**src/rtl/sample_pkg.sv**
```systemverilog
// ---------------------------------------------------------------------------
// sample_pkg
// Shared definitions for the sample storage readout path: default address
// and sample widths, plus the readout controller state encoding.
// ---------------------------------------------------------------------------
package sample_pkg;

  localparam int SAMPLE_AW = 10;  // 1024-entry sample memory
  localparam int SAMPLE_DW = 8;   // signed sample width

  typedef enum logic [1:0] {
    IDLE  = 2'd0,
    ISSUE = 2'd1,
    DRAIN = 2'd2,
    DONE  = 2'd3
  } state_e;

endpackage

```
**src/rtl/sample_fifo.sv**
```systemverilog
// ---------------------------------------------------------------------------
// sample_fifo
// Synchronous FIFO holding returned samples until downstream accepts them.
// Storage is registered; the head entry is read combinationally.
//
// Ports:
//   clk, rst_n   clock, asynchronous active-low reset (pointers/count only)
//   push         write push_data this cycle
//   push_data    signed sample to store
//   pop          remove the head entry this cycle
//   head         signed value at the head of the FIFO
//   full, empty  occupancy flags
//   count        number of stored entries (0..FIFO_DEPTH)
// ---------------------------------------------------------------------------
module sample_fifo
  import sample_pkg::*;
#(
  parameter int DW         = SAMPLE_DW,
  parameter int FIFO_DEPTH = 4
) (
  input  logic                              clk,
  input  logic                              rst_n,
  input  logic                              push,
  input  logic signed [DW-1:0]              push_data,
  input  logic                              pop,
  output logic signed [DW-1:0]              head,
  output logic                              full,
  output logic                              empty,
  output logic [$clog2(FIFO_DEPTH):0]       count
);

  localparam int PW = $clog2(FIFO_DEPTH);
  localparam int CW = PW + 1;

  logic signed [DW-1:0] mem_q [FIFO_DEPTH];
  logic [PW-1:0]        wr_ptr_q, wr_ptr_d;
  logic [PW-1:0]        rd_ptr_q, rd_ptr_d;
  logic [CW-1:0]        count_q, count_d;
  logic                 do_push, do_pop;

  assign full  = (count_q == CW'(FIFO_DEPTH));
  assign empty = (count_q == '0);
  assign count = count_q;
  assign head  = mem_q[rd_ptr_q];

  // A full FIFO may still accept a push when the head leaves in the same cycle.
  assign do_push = push && (!full || pop);
  assign do_pop  = pop && !empty;

  always_comb begin
    wr_ptr_d = wr_ptr_q;
    rd_ptr_d = rd_ptr_q;
    count_d  = count_q;
    if (do_push) wr_ptr_d = wr_ptr_q + PW'(1);
    if (do_pop)  rd_ptr_d = rd_ptr_q + PW'(1);
    case ({do_push, do_pop})
      2'b10:   count_d = count_q + CW'(1);
      2'b01:   count_d = count_q - CW'(1);
      default: count_d = count_q;
    endcase
  end

  always_ff @(posedge clk or negedge rst_n) begin
    if (!rst_n) begin
      wr_ptr_q <= '0;
      rd_ptr_q <= '0;
      count_q  <= '0;
    end else begin
      wr_ptr_q <= wr_ptr_d;
      rd_ptr_q <= rd_ptr_d;
      count_q  <= count_d;
    end
  end

  always_ff @(posedge clk) begin
    if (do_push) mem_q[wr_ptr_q] <= push_data;
  end

endmodule

```
**src/rtl/sample_readout.sv**
```systemverilog
// ---------------------------------------------------------------------------
// sample_readout
// Reads a window of the sample storage memory and streams the returned
// signed samples downstream. Reads are issued only when the output FIFO is
// guaranteed to have room for every outstanding return, so backpressure
// never causes a sample to be lost.
//
// Ports:
//   clk, rst_n        clock, asynchronous active-low reset
//   start             one-cycle launch pulse (ignored unless idle)
//   start_addr        first address of the window (sampled on start)
//   num_samples       window length 0..2^AW (sampled on start)
//   sample_addr       read address to storage (holds when no read)
//   sample_read       one-cycle read strobe to storage
//   sample_read_out   signed storage data, valid RD_LAT cycles after strobe
//   sample_out        signed streamed sample
//   sample_valid      sample_out is valid
//   sample_ready      downstream accepts sample_out
//   busy              readout in progress
//   done              one-cycle completion pulse
// ---------------------------------------------------------------------------
module sample_readout
  import sample_pkg::*;
#(
  parameter int AW         = SAMPLE_AW,
  parameter int DW         = SAMPLE_DW,
  parameter int RD_LAT     = 1,
  parameter int FIFO_DEPTH = 4
) (
  input  logic                 clk,
  input  logic                 rst_n,
  input  logic                 start,
  input  logic [AW-1:0]        start_addr,
  input  logic [AW:0]          num_samples,
  output logic [AW-1:0]        sample_addr,
  output logic                 sample_read,
  input  logic signed [DW-1:0] sample_read_out,
  output logic signed [DW-1:0] sample_out,
  output logic                 sample_valid,
  input  logic                 sample_ready,
  output logic                 busy,
  output logic                 done
);

  localparam int CW = $clog2(FIFO_DEPTH) + 1;

  state_e               state_q, state_d;
  logic [AW-1:0]        addr_q, addr_d;
  logic [AW-1:0]        last_addr_q, last_addr_d;
  logic [AW:0]          rem_q, rem_d;
  logic [RD_LAT-1:0]    pipe_q, pipe_d;
  logic [CW-1:0]        inflight_q, inflight_d;
  logic [CW-1:0]        fifo_count;
  logic [CW-1:0]        occupancy;
  logic                 issue;
  logic                 credit_ok;
  logic                 pipe_exit;
  logic                 fifo_full;
  logic                 fifo_empty;
  logic                 fifo_pop;
  logic signed [DW-1:0] fifo_head;

  // Credit is computed from registered counts only: a pop this cycle frees
  // its slot for issue decisions starting next cycle.
  assign pipe_exit = pipe_q[RD_LAT-1];
  assign occupancy = fifo_count + inflight_q;
  assign credit_ok = !fifo_full && (occupancy < CW'(FIFO_DEPTH));

  always_comb begin
    state_d     = state_q;
    addr_d      = addr_q;
    rem_d       = rem_q;
    issue       = 1'b0;
    case (state_q)
      IDLE: begin
        if (start) begin
          addr_d  = start_addr;
          rem_d   = num_samples;
          state_d = ISSUE;
        end
      end
      ISSUE: begin
        if ((rem_q != '0) && credit_ok) begin
          issue  = 1'b1;
          addr_d = addr_q + AW'(1);
          rem_d  = rem_q - (AW+1)'(1);
        end
        if ((rem_q == '0) || (issue && (rem_q == (AW+1)'(1)))) state_d = DRAIN;
      end
      DRAIN: begin
        if ((inflight_q == '0) && fifo_empty) state_d = DONE;
      end
      DONE: begin
        state_d = IDLE;
      end
      default: state_d = IDLE;
    endcase
  end

  // Strobe flags march through the pipe; the flag leaving it marks the cycle
  // in which storage presents the matching sample.
  always_comb begin
    pipe_d    = pipe_q;
    pipe_d[0] = issue;
    for (int i = 1; i < RD_LAT; i++) pipe_d[i] = pipe_q[i-1];

    inflight_d = inflight_q;
    if (issue && !pipe_exit)      inflight_d = inflight_q + CW'(1);
    else if (!issue && pipe_exit) inflight_d = inflight_q - CW'(1);

    last_addr_d = issue ? addr_q : last_addr_q;
  end

  always_ff @(posedge clk or negedge rst_n) begin
    if (!rst_n) begin
      state_q     <= IDLE;
      addr_q      <= '0;
      last_addr_q <= '0;
      rem_q       <= '0;
      pipe_q      <= '0;
      inflight_q  <= '0;
    end else begin
      state_q     <= state_d;
      addr_q      <= addr_d;
      last_addr_q <= last_addr_d;
      rem_q       <= rem_d;
      pipe_q      <= pipe_d;
      inflight_q  <= inflight_d;
    end
  end

  assign sample_read  = issue;
  assign sample_addr  = issue ? addr_q : last_addr_q;
  assign busy         = (state_q == ISSUE) || (state_q == DRAIN);
  assign done         = (state_q == DONE);
  assign sample_valid = !fifo_empty;
  assign fifo_pop     = sample_valid && sample_ready;
  // FIFO storage is not reset, so mask the head while nothing is valid.
  assign sample_out   = fifo_empty ? '0 : fifo_head;

  sample_fifo #(
    .DW         (DW),
    .FIFO_DEPTH (FIFO_DEPTH)
  ) u_fifo (
    .clk       (clk),
    .rst_n     (rst_n),
    .push      (pipe_exit),
    .push_data (sample_read_out),
    .pop       (fifo_pop),
    .head      (fifo_head),
    .full      (fifo_full),
    .empty     (fifo_empty),
    .count     (fifo_count)
  );

endmodule

```
**config.mk**
```make
export PLATFORM = sky130hd
export DESIGN_NAME = sample_readout
export DESIGN_NICKNAME = d
export VERILOG_FILES = /design/src/rtl/sample_pkg.sv /design/src/rtl/sample_fifo.sv /design/src/rtl/sample_readout.sv
export SDC_FILE = /design/constraint.sdc
export NUM_CORES = 1
export LEC_CHECK = 0
export CAP_MARGIN = 20
export CORE_MARGIN = 2
export CORE_UTILIZATION = 25
export DETAILED_ROUTE_END_ITERATION = 8
export GPL_ROUTABILITY_DRIVEN = 0
export PLACE_DENSITY = 0.43
export RECOVER_POWER = 50
export SLEW_MARGIN = 5
export SYNTH_ARGS = -nofsm -noshare
export SYNTH_HDL_FRONTEND = slang
export SYNTH_HIERARCHICAL = 1
export SYNTH_SLANG_ARGS = --single-unit
```
**constraint.sdc**
```tcl
create_clock -name clk -period 3.25 [get_ports clk]
set_input_delay 0.65 -clock clk [delete_from_list [all_inputs] [get_ports clk]]
set_output_delay 0.65 -clock clk [all_outputs]
set_load 0.02 [all_outputs]
```
==> qor.yml <==
outcome: "finished, violations left"
violations: "capacitance limit, slew limit"
grt_pass1_vias: 2951
yosysMostFrequentCell: "dfrtp_1"
holdWs_ns: 0.285
antenna_violating_nets_post_route: 0
grt_pass1_wl_um: 16100
required_ns: 2.60
synth_compound_area_share_pct: 11.6
synth-main-ff-cell: "dfrtp_1"
dp_cells: 610
critPathSlowestCell: "dfrtp_1"
p_int_w: 0.00326
crit_type: "reg -> out"
p_sw_w: 0.00250
antenna_found_initial: 0
vias_per_cell: 4.60
crit_buf_inv: 2
routedWlPerCell_um: 15.8
synth_fp_nets: 384
synthAdderAreaFrac_pct: 5.75
fmax_mhz: 316
post-route-util_pct: 32.7
path_cells: "ha_1 > a31oi_4 > xor2_2 > nor3_4 > nand2_2 > buf_12 > mux2_1 > clkdlybuf4s15_1"
hold_path_class: "in -> async"
syn_to_final_growth_pct: 29.7
grt_max_degree: 45
max_cap_violations: 1
total_leakage_power_nw: 1.95
rows: 46
multi_input_area_mm2: 0.00176
fin_crit_sh_pct: 97.2
synth_top_family_by_area: "simple AND/OR/NAND/NOR gates"
pre_cts_ws_ns: 0.0434
sw_frac_of_total_pct: 43.4
cp_data_arrival_time_ns: 2.51
hold_viol_final: 0
dieArea_mm2: 0.0169
vias: 2890
ys_seq_area_share_pct: 52.0
setup_viol: 0
cts_buffers: 9
power_density_mw_per_mm2: 1120
pwr-share-seq_pct: 28.9
syn_area_per_cell_um2: 11.9
numClockSinks: 76
p_comb_share_pct: 54.2
worst_ir_drop_vdd_mv: 0.463
synthArstFlopShare_pct: 57.9
synth_area_mm2: 0.00396
finalNonFillerCells: 628
start_kind: "flip-flop"
initial_utilization_pct: 25.2
insertedDiodeCount: 0
worst_slew_pin_slew_ns: 2.02
crit_fanout: 8
root_buffer: "clkbuf_16"
critPathMaxStageDelay_ns: 0.38
grt_usage_pct: 12.7
fin_nets: 457
synth_top_cell_by_area: "dfrtp_1"
wirelength_um: 9890
dp_hpwl_um: 7110
dieWidth_um: 130
placed_area_mm2: 0.00488
cts_tree: "yes"
crit_family: "buffers and inverters"
min_period_ns: 3.16
synth_mux_area_share_pct: 9.06
synth_edf_count: 32
fin_area_mm2: 0.00514
critPathCaptureType: "primary output"
holdBufCountCts: 0
rsz0062_at_grt: "true"
first_iter_violations: 170
fillers: 1607
grt-ovfl-total: 0
synthTopCellsByCount: "dfrtp_1, edfxtp_1, inv_1, nand2_1, nor2_1"
drive_above_1_share_pct: 17.7
drt_pass1_iterations: 4
ys_top_cells_by_area: "dfrtp_1, edfxtp_1, ha_1, mux4_2, mux2_1"
synthSimpleGateAreaFrac_pct: 15.0
synth_cells: 334
drc: 0
seqCellArea_mm2: 0.00206
finalMaxSlewViolations: 34
setup_ws_ns: 0.0895
design.core.area_mm2: 0.0157
h-tree-depth: 3
io_pins: 55
synth-seq-cells: 76
cts_buffer_depth: 2
port_buffers: 54
clk_pin_slew_worst_paths_ns: 0.07
yosysWarnings: 6
fin_skew_ns: 0.00862
clk_latency_ns: 0.35
synth_xor_xnor_area_share_pct: 2.84
die_y_um: 130
slew_headroom_pct: -34.5
synth_top_area_share_pct: 27.8
synth.distinct_cells: 61
clkPwrFrac_pct: 16.9
==> cells in the final DEF, fill, tap and decap left out, types with 11 or more instances in the layout <==
| cell type | count |
|---|---|
| o22ai_1 | 13 |
| dfrtp_1 | 44 |
| nand2_1 | 19 |
| buf_4 | 22 |
| edfxtp_1 | 32 |
| ha_1 | 15 |
| nor2_1 | 20 |
| clkdlybuf4s50_1 | 33 |
| inv_1 | 21 |
| nor3_1 | 11 |
==> power groups by stage <==
stage	registers, W	logic [W]	clock network [W]
finish	0.00166	0.00312	0.000972
global route	0.00173	0.00347	0.00105
detailed placement	0.00169	0.00322	0
global placement	0.00168	0.00319	0
CTS	0.00167	0.00319	0.00100
floorplan	0.00156	0.00210	0
==> per-layer routing <==
metal	up-vias	track usage, %	wire length (µm)	part of all wire (%)
met1	1414	17.9	4840	49
met5	-	0	0	0
met4	0	5.44	179	1.8
met2	57	19.0	4490	45
li1	1407	-	-	-
met3	12	2.50	383	3.9
==> what timing repair did <==
action | 4_1_cts | 5_1_grt
buffers inserted | 0 | 1
gates resized for setup | 16 | 17
setup endpoints to repair | 11 | 9
==> stage by stage <==
step | setup TNS (ns) | power (W)
global placement | 0 | 0.00487
floorplan | 0 | 0.00366
global route | -0.0613 | 0.00625
CTS | 0 | 0.00587
finish | 0 | 0.00576
detailed placement | 0 | 0.00490
==> layout make-up <==
class	instances	area share (%)
multi-input combinational	221	34.3
clock inverter	7	1.14
timing repair buffer	78	13.3
inverter	21	1.53
sequential	76	40.1
tap	216	5.26
clock buffer	9	4.38
==> worst paths after layout <==
path | cells past startpoint | slack (ns) | start | end
max reg2reg | 13 | 0.54 | inflight_q[1] | inflight_q[2]
max in group asynchronous | 2 | 0.67 | rst_n | u_fifo/wr_ptr_q[0]
min | 1 | 0.29 | rst_n | last_addr_q[7]
min reg2reg | 1 | 0.49 | last_addr_q[2] | last_addr_q[2]
max | 8 | 0.09 | inflight_q[1] | sample_addr[4]
min in group clk | 1 | 0.49 | last_addr_q[2] | last_addr_q[2]
==> logic make-up after synthesis <==
group | count (synthesis)
mux | 24
buf+inv | 37
flops | 76
fa+ha+maj | 17
simple gates | 106
compound gates | 62
xor+xnor | 12
==> registers in the layout (all words and copies together) (netlist names) <==
register and count:
u_fifo/count 3, last_addr_q 10, u_fifo/rd_ptr_q 2, u_fifo/mem_q 32, rem_q 11, pipe_exit 1, u_fifo/wr_ptr_q 2, state_q 2
addr_q 10, inflight_q 3
Power figures use the tool's default switching activity.
